`src/rtl/alu.sv`:
```
// Accumulator ALU: opcode-selected result registered on the falling clock edge,
// plus a combinational accumulator-zero flag for skip decisions.
package ex_type_pkg;
  typedef enum logic [2:0] {
    HLT = 3'd0,
    SKZ = 3'd1,
    ADD = 3'd2,
    AND = 3'd3,
    XOR = 3'd4,
    LDA = 3'd5,
    STO = 3'd6,
    JMP = 3'd7
  } opcode_e;
endpackage

module alu #(
  parameter int WIDTH = 8
) (
  input  logic  clk,
  input  logic  rst,
  alu_if.slave  bus
);
  import ex_type_pkg::*;

  logic [WIDTH-1:0] result_s;
  logic [WIDTH-1:0] out_r;

  // Result select; unknown or pass-through opcodes fall back to the accumulator.
  always_comb begin
    result_s = bus.accum;
    case (bus.opcode)
      HLT:     result_s = bus.accum;
      SKZ:     result_s = bus.accum;
      ADD:     result_s = bus.accum + bus.data;
      AND:     result_s = bus.accum & bus.data;
      XOR:     result_s = bus.accum ^ bus.data;
      LDA:     result_s = bus.data;
      STO:     result_s = bus.accum;
      JMP:     result_s = bus.accum;
      default: result_s = bus.accum;
    endcase
  end

  // Output register, loaded on the falling edge so the result is ready by the next rising edge.
  always_ff @(negedge clk) begin
    if (rst) begin
      out_r <= {WIDTH{1'b0}};
    end else begin
      out_r <= result_s;
    end
  end

  assign bus.out  = out_r;
  assign bus.zero = (bus.accum == {WIDTH{1'b0}});
endmodule

```
`src/rtl/alu_if.sv`:
```
// Operand/result bundle between the accumulator datapath and the ALU.
interface alu_if #(
  parameter int WIDTH = 8
);
  logic [WIDTH-1:0] accum;
  logic [WIDTH-1:0] data;
  logic [2:0]       opcode;
  logic [WIDTH-1:0] out;
  logic             zero;

  modport master (
    output accum,
    output data,
    output opcode,
    input  out,
    input  zero
  );

  modport slave (
    input  accum,
    input  data,
    input  opcode,
    output out,
    output zero
  );
endinterface

```
`src/flat_wrapper.sv`:
```
// flat-port wrapper written by rule: the top's interface ports become plain ports
module alu_flat import ex_type_pkg::*;
#(
  parameter int WIDTH = 8
)
  (clk, rst, bus_accum, bus_data, bus_opcode, bus_out, bus_zero);
  alu_if #(.WIDTH(WIDTH)) bus_i ();
  input  logic clk;
  input  logic rst;
  input wire logic [$bits(bus_i.accum)-1:0] bus_accum;
  input wire logic [$bits(bus_i.data)-1:0] bus_data;
  input wire logic [$bits(bus_i.opcode)-1:0] bus_opcode;
  output wire logic [$bits(bus_i.out)-1:0] bus_out;
  output wire logic [$bits(bus_i.zero)-1:0] bus_zero;
  assign bus_i.accum = bus_accum;
  assign bus_i.data = bus_data;
  assign bus_i.opcode = bus_opcode;
  assign bus_out = bus_i.out;
  assign bus_zero = bus_i.zero;
  alu #(.WIDTH(WIDTH)) u_core (.clk(clk), .rst(rst), .bus(bus_i));
endmodule
```
`config.mk`:
```
export PLATFORM = sky130hd
export DESIGN_NAME = alu_flat
export DESIGN_NICKNAME = d
export VERILOG_FILES = /design/src/rtl/alu.sv /design/src/rtl/alu_if.sv /design/src/flat_wrapper.sv
export SDC_FILE = /design/constraint.sdc
export NUM_CORES = 1
export LEC_CHECK = 0
export ABC_AREA = 1
export ABC_CLOCK_PERIOD_IN_PS = 2400
export BUFFER_PORTS_ARGS = -buffer_cell sky130_fd_sc_hd__buf_2
export CAP_MARGIN = 20
export CORE_MARGIN = 5
export CORE_UTILIZATION = 52
export DETAILED_ROUTE_END_ITERATION = 8
export PLACE_DENSITY = 0.92
export RECOVER_POWER = 25
export REMOVE_ABC_BUFFERS = 1
export SLEW_MARGIN = 30
export SYNTH_ARGS = -nofsm -noshare
export SYNTH_HDL_FRONTEND = slang
export SYNTH_SLANG_ARGS = --single-unit
```
`constraint.sdc`:
```
create_clock -name clk -period 2.4 [get_ports clk]
set_input_delay 0.24 -clock clk [delete_from_list [all_inputs] [get_ports clk]]
set_output_delay 0.24 -clock clk [all_outputs]
set_load 0.005 [all_outputs]
```
# After elaboration in Yosys (flattened, before gate mapping)
# Index checks and enable logic that the tools add are counted.
[totals]
rom_bits = 0
latchBits = 0
input_bits = 21
ramBits = 0
memories = 0
word_cells = 15
reg_bits = 8
out_inout_bits = 9
[classes]
n_reduce_logical = 3
bitwise_logic = 2
add_sub_neg = 1
shift = 0
n_mul = 0
magnitude_cmp = 0
n_eq_ne = 7
div = 0
mux = 1
[op_table]
columns = ["operator", "n"]
rows = [
  ["case mux 8 bit (5 select lines)", 1],
  ["equality test 3 bit, second input constant", 4],
  ["adder 8 bit", 1],
  ["bitwise AND 8 bit", 1],
  ["logical NOT 8 bit", 1],
  ["bitwise XOR 8 bit", 1],
  ["equality test 3 x 2 -> 1 bit, second input constant", 2],
  ["OR reduction 4 bit", 1],
  ["equality test 3 x 1 -> 1 bit, second input constant", 1],
  ["logical NOT 3 bit", 1],
]

# Longest topological paths before layout
# Gate-level depths: netlist of the first run.
[logic_depth]
depth_word = 3
depth_mapped = 10
mapped_depth_nobuf = 10

==> run summary, run 1 <==
Power Total -> 0.528 mW
Antenna diodes -> 0
Arr. time, crit path -> 1.44 ns
initial antenna violation count -> 0
RSZ-0062 raised after global routing -> true
Buf/Inv on CP -> 1
RePlAce Congestion -> 0.950
Worst path max stage delay -> 0.37 ns
leakage -> 0.708 nW
DRT iter0 DRCs -> 73
Worst setup SP type -> input port
largest family of logic cells by synthesized area -> simple AND/OR/NAND/NOR gates
core area -> 1520 µm²
Area growth syn-to-layout -> 41.2%
postcts setup bufs -> 0
Hold Path Class -> input port to output port
max reg flops -> 8
Synth area leaders -> nand2_1 (20%), dfxtp_1 (19%), ha_1 (12%), inv_1 (11%), o21ai_0 (6.5%)
asr flop ratio synth -> 0%
Most common cell on crit path -> nand2_2
Final nets -> 222
Worst-Margin Slew -> 0.331 ns
clock root buffer -> clkbuf_4
worst ir drop on vdd -> 0.253 mV
Crit. End Element -> register
Routed WL -> 2660 µm
DIE AREA -> 2550 µm²
# setup viols final -> 0
Critical Path Fanout Max -> 3
Post-Synth XOR/XNOR Area -> 3.09%
clock buffer count from CTS -> 3
post-synthesis sequential area ratio -> 18.8%
Post-Place Cells -> 196
Initial Util -> 55.8%
H-tree levels -> 1
Post-synth EDFFs -> 0
hpwl dp -> 2030 µm
CTS tree -> done
Sink Count -> 8
number of global-route vias before repair -> 1,078
syn avg cell area -> 6.08 µm²
final hold violation count -> 0
post-synthesis simple-gate area fraction -> 35.6%
most common cell after layout, fill and taps aside -> nand2_1
compound-cell area share of the yosys netlist -> 16.5%
total gr overflow -> 0
GRT Util Overall -> 21.1%
DRC violations left -> 0
layout cells sized above 1 -> 28.9%
Port Buffers -> 29
Worst EP required -> 1.46 ns
largest net degree at the start of global routing -> 9
Pre-antenna DRT Iters -> 4
Clock transition at path regs -> 0.04 ns
most frequent cells in the layout -> nand2_1 (45), inv_1 (33), buf_2 (26)
global-route wire length before repair -> 4300 µm
synth unique cells -> 22
# IOs -> 30
status -> completed
post-synth top area share -> 20.3%
Mapped Area -> 851 µm²
Adder-Cell Fraction of Synth Area -> 14.1%
CP Cell Sequence -> buf_8, ha_4, fa_2, nand2_2, nand3_2, nand2_2, xnor2_2, nand2_1, a21oi_1
Finished Layout Cells -> 206
ANT nets after route -> 0
post-synthesis mux area share -> 0%
Yosys Warn Count -> 0
family with the most delay on the worst path -> adder cells
Die Ht -> 50.5 µm
vias per inst -> 5.50
Max-Cap Viols -> 0
Die Width -> 50.5 µm
Yosys top cell by area -> nand2_1
DR vias -> 1,132
number of synthesized register bits -> 8
WL per Instance -> 12.9 µm
Slew HR -> 77.9%
Cell Pwr Density -> 440 nW/µm²
Slowest cell on crit path -> fa_2
critical path type -> input port to register
Primary FF master, synth -> dfxtp_1
row cnt -> 14
CTS Buffer Depth -> 2
Final Max Tran Viols -> 0
synthesized instance count -> 140
through the flow:
step | utilization [%] | setup WS [ns] | hold slack (ns) | cell area, µm² | TNS (ns)
finish | 78.8 | 0.0128 | 0.794 | 1200 | 0
global route | 78.8 | -0.0558 | 0.806 | 1200 | -0.0893
CTS | 75.6 | 0.0118 | 0.824 | 1150 | 0
detailed placement | 72.1 | -0.426 | 0.823 | 1100 | -1.83
global placement | 72.1 | -0.381 | 0.817 | 1100 | -1.65
floorplan | - | -0.210 | 0.515 | 851 | -0.527
final cells by class:
type | instances | area, µm²
clock buffers | 3 | 22.5
clock inverters | 8 | 30.0
fillers | 125 | 323
inverters | 26 | 97.6
multi-input cells | 105 | 628
flip-flops and latches | 8 | 160
well taps | 16 | 20.0
repair buffers | 40 | 243
repair_timing:
item                       4_1_cts  5_1_grt
setup endpoints to repair        2        3
hold buffers                     0        0
cloned                           0        0
pin swaps                        0        6
gates resized for setup          2       12
path summary, 6_finish.rpt:
path / from / end / slack, ns / cells after the start
hold / removal: bus_accum[0] / bus_zero / 0.79 / 4
setup / recovery: bus_accum[0] / u_core.bus.out[4] / 0.01 / 9
tightest hold or removal path, cell delays in order:
cell      delay (ns)
buf_8           0.08
buf_4           0.10
nor4_1          0.04
clkbuf_1        0.10
synth_stat cells (2+ instances only):
| cell | count |
|---|---|
| o22ai_1 | 2 |
| a21oi_1 | 9 |
| xor2_1 | 2 |
| nor2_1 | 6 |
| a41oi_1 | 2 |
| dfxtp_1 | 8 |
| inv_1 | 26 |
| o21ai_1 | 2 |
| nand2_1 | 46 |
| nand3_1 | 8 |
| ha_1 | 8 |
| o21ai_0 | 11 |
routing by layer:
metal | vias up | track usage [%] | part of all wire (%)
li1 | 549 | - | -
met1 | 509 | 25.5 | 39
met2 | 64 | 35.7 | 48
met3 | 10 | 4.14 | 10
met4 | 0 | 8.94 | 2.4
met5 | - | 0 | 0
kinds of logic (layout without fill, tap and decap cells):
kind of cell	count (synthesis)	count (layout)
DFF	8	8
buffers and inverters	27	77
adders and majority gates	9	9
xor gates and xnor gates	3	3
and+or+nand+nor	67	67
AOI/OAI and AO/OA	26	26
power breakdown:
part / total, mW / internal (mW) / switching, mW
registers: 0.148 / 0.145 / 0.00259
clock network: 0.173 / 0.0757 / 0.0969
logic: 0.208 / 0.0944 / 0.113
total: 0.528 / 0.316 / 0.213
No activity file was read; power rests on OpenSTA's default activity.
==> run 2: changes to the inputs <==
==> constraint.sdc (replaced) <==
create_clock -name clk -period 2.4 [get_ports clk]
set_input_delay 0.12 -clock clk [delete_from_list [all_inputs] [get_ports clk]]
set_output_delay 0.12 -clock clk [all_outputs]
set_load 0.005 [all_outputs]
==> run summary, run 2 (synthesized netlist as in run 1, its figures left out) <==
Comb pwr share -> 37.1%
most common cell after layout, fill and taps aside -> nand2_1
Port Buffers -> 29
max reg flops -> 8
final hold slack -> 0.569 ns
Cell Pwr Density -> 442 nW/µm²
final hold violation count -> 0
Worst-Margin Slew -> 0.309 ns
Initial Util -> 55.8%
DR vias -> 1,066
Routed WL -> 2470 µm
Slew HR -> 79.3%
RePlAce Congestion -> 0.989
largest net degree at the start of global routing -> 9
Clock transition at path regs -> 0.04 ns
critical path type -> input port to register
DP Area -> 1060 µm²
global-route wire length before repair -> 4040 µm
Worst setup SP type -> input port
hold wc startpoint -> bus_accum[2]
Hold Path Class -> input port to output port
Antenna diodes -> 0
row cnt -> 14
setup tns final -> 0 ns
Clock power frac -> 33.1%
# setup viols final -> 0
vias per inst -> 5.30
H-tree levels -> 1
register share of total power -> 29.8%
clock root buffer -> clkbuf_4
WL per Instance -> 12.3 µm
RSZ-0062 raised after global routing -> false
Max-Cap Viols -> 0
CP startpoint -> bus_data[0]
core area -> 1520 µm²
most frequent cells in the layout -> nand2_1 (46), inv_1 (33), buf_2 (28)
Crit. End Element -> register
Internal Pwr Total -> 0.301 mW
worst ir drop on vdd -> 0.312 mV
DRC violations left -> 0
Pre-antenna DRT Iters -> 4
layout cells sized above 1 -> 24.9%
CTS tree -> done
Area growth syn-to-layout -> 31.8%
Die Width -> 50.5 µm
# IOs -> 30
clock buffer count from CTS -> 3
initial antenna violation count -> 0
DRT iter0 DRCs -> 40
Sw Share -> 39.4%
number of fill cells -> 130
number of global-route vias before repair -> 1,068
switching power -> 0.196 mW
Arr. time, crit path -> 1.36 ns
Final nets -> 217
status -> completed
CTS Buffer Depth -> 2
DIE AREA -> 2550 µm²
Worst EP required -> 1.46 ns
Sink Count -> 8
GRT Util Overall -> 20.4%
Final Max Tran Viols -> 0
hpwl dp -> 1990 µm
Critical Path Fanout Max -> 3
Die Ht -> 50.5 µm
leakage -> 0.670 nW
Power Total -> 0.496 mW
ANT nets after route -> 0
total gr overflow -> 0
Final Cell Area -> 1120 µm²
run 2: per-layer routing:
metal / wire [µm] / vias to the layer above / global-route usage (%)
met3: 284 / 7 / 5.92
met5: 0 / - / 0
met1: 972 / 458 / 21.5
met2: 1150 / 59 / 33.9
met4: 68 / 0 / 14.9
li1: - / 542 / -
run 2: final cells by class:
class / instances / area [µm²] / area share (%)
clock buffer: 3 / 22.5 / 2.01
clock inverter: 8 / 30.0 / 2.68
inverter: 26 / 97.6 / 8.71
multi-input combinational: 105 / 602 / 53.7
sequential: 8 / 160 / 14.3
tap: 16 / 20.0 / 1.79
timing repair buffer: 35 / 189 / 16.9
run 2: metrics by stage:
step	instances	worst slack, ns	util (%)
after floorplan	140	-0.0899	-
after global placement	191	-0.265	69.6
after detailed placement	191	-0.353	69.6
after CTS	201	0.0506	73.0
after global routing	201	0.00963	73.6
final	201	0.0989	73.6
run 2: worst paths after layout:
| check | endpoint | depth (start not counted) |
|---|---|---|
| setup / recovery | u_core.bus.out[4] | 9 |
| hold / removal | bus_zero | 4 |
run 2: power groups by stage:
stage                     Combinational (mW)  Clock [mW]  Sequential, mW
after floorplan                        0.106      0.0231           0.152
after global placement                 0.173      0.0231           0.150
after detailed placement               0.180      0.0231           0.150
after CTS                              0.181       0.169           0.148
after global routing                   0.205       0.194           0.149
final                                  0.184       0.164           0.148
run 2: critical path: stages:
cell	delay, ns
buf_2	0.11
ha_2	0.20
fa_2	0.35
nand2_1	0.09
nand3_2	0.08
nand2_1	0.09
xnor2_1	0.12
nand2_1	0.07
a21oi_1	0.13
run 2: repair_timing:
action,CTS,global route
endpoints found under the setup margin,2,1
pin swaps,0,0
hold buffers,0,0
setup buffers,0,0
gates resized for setup,1,3
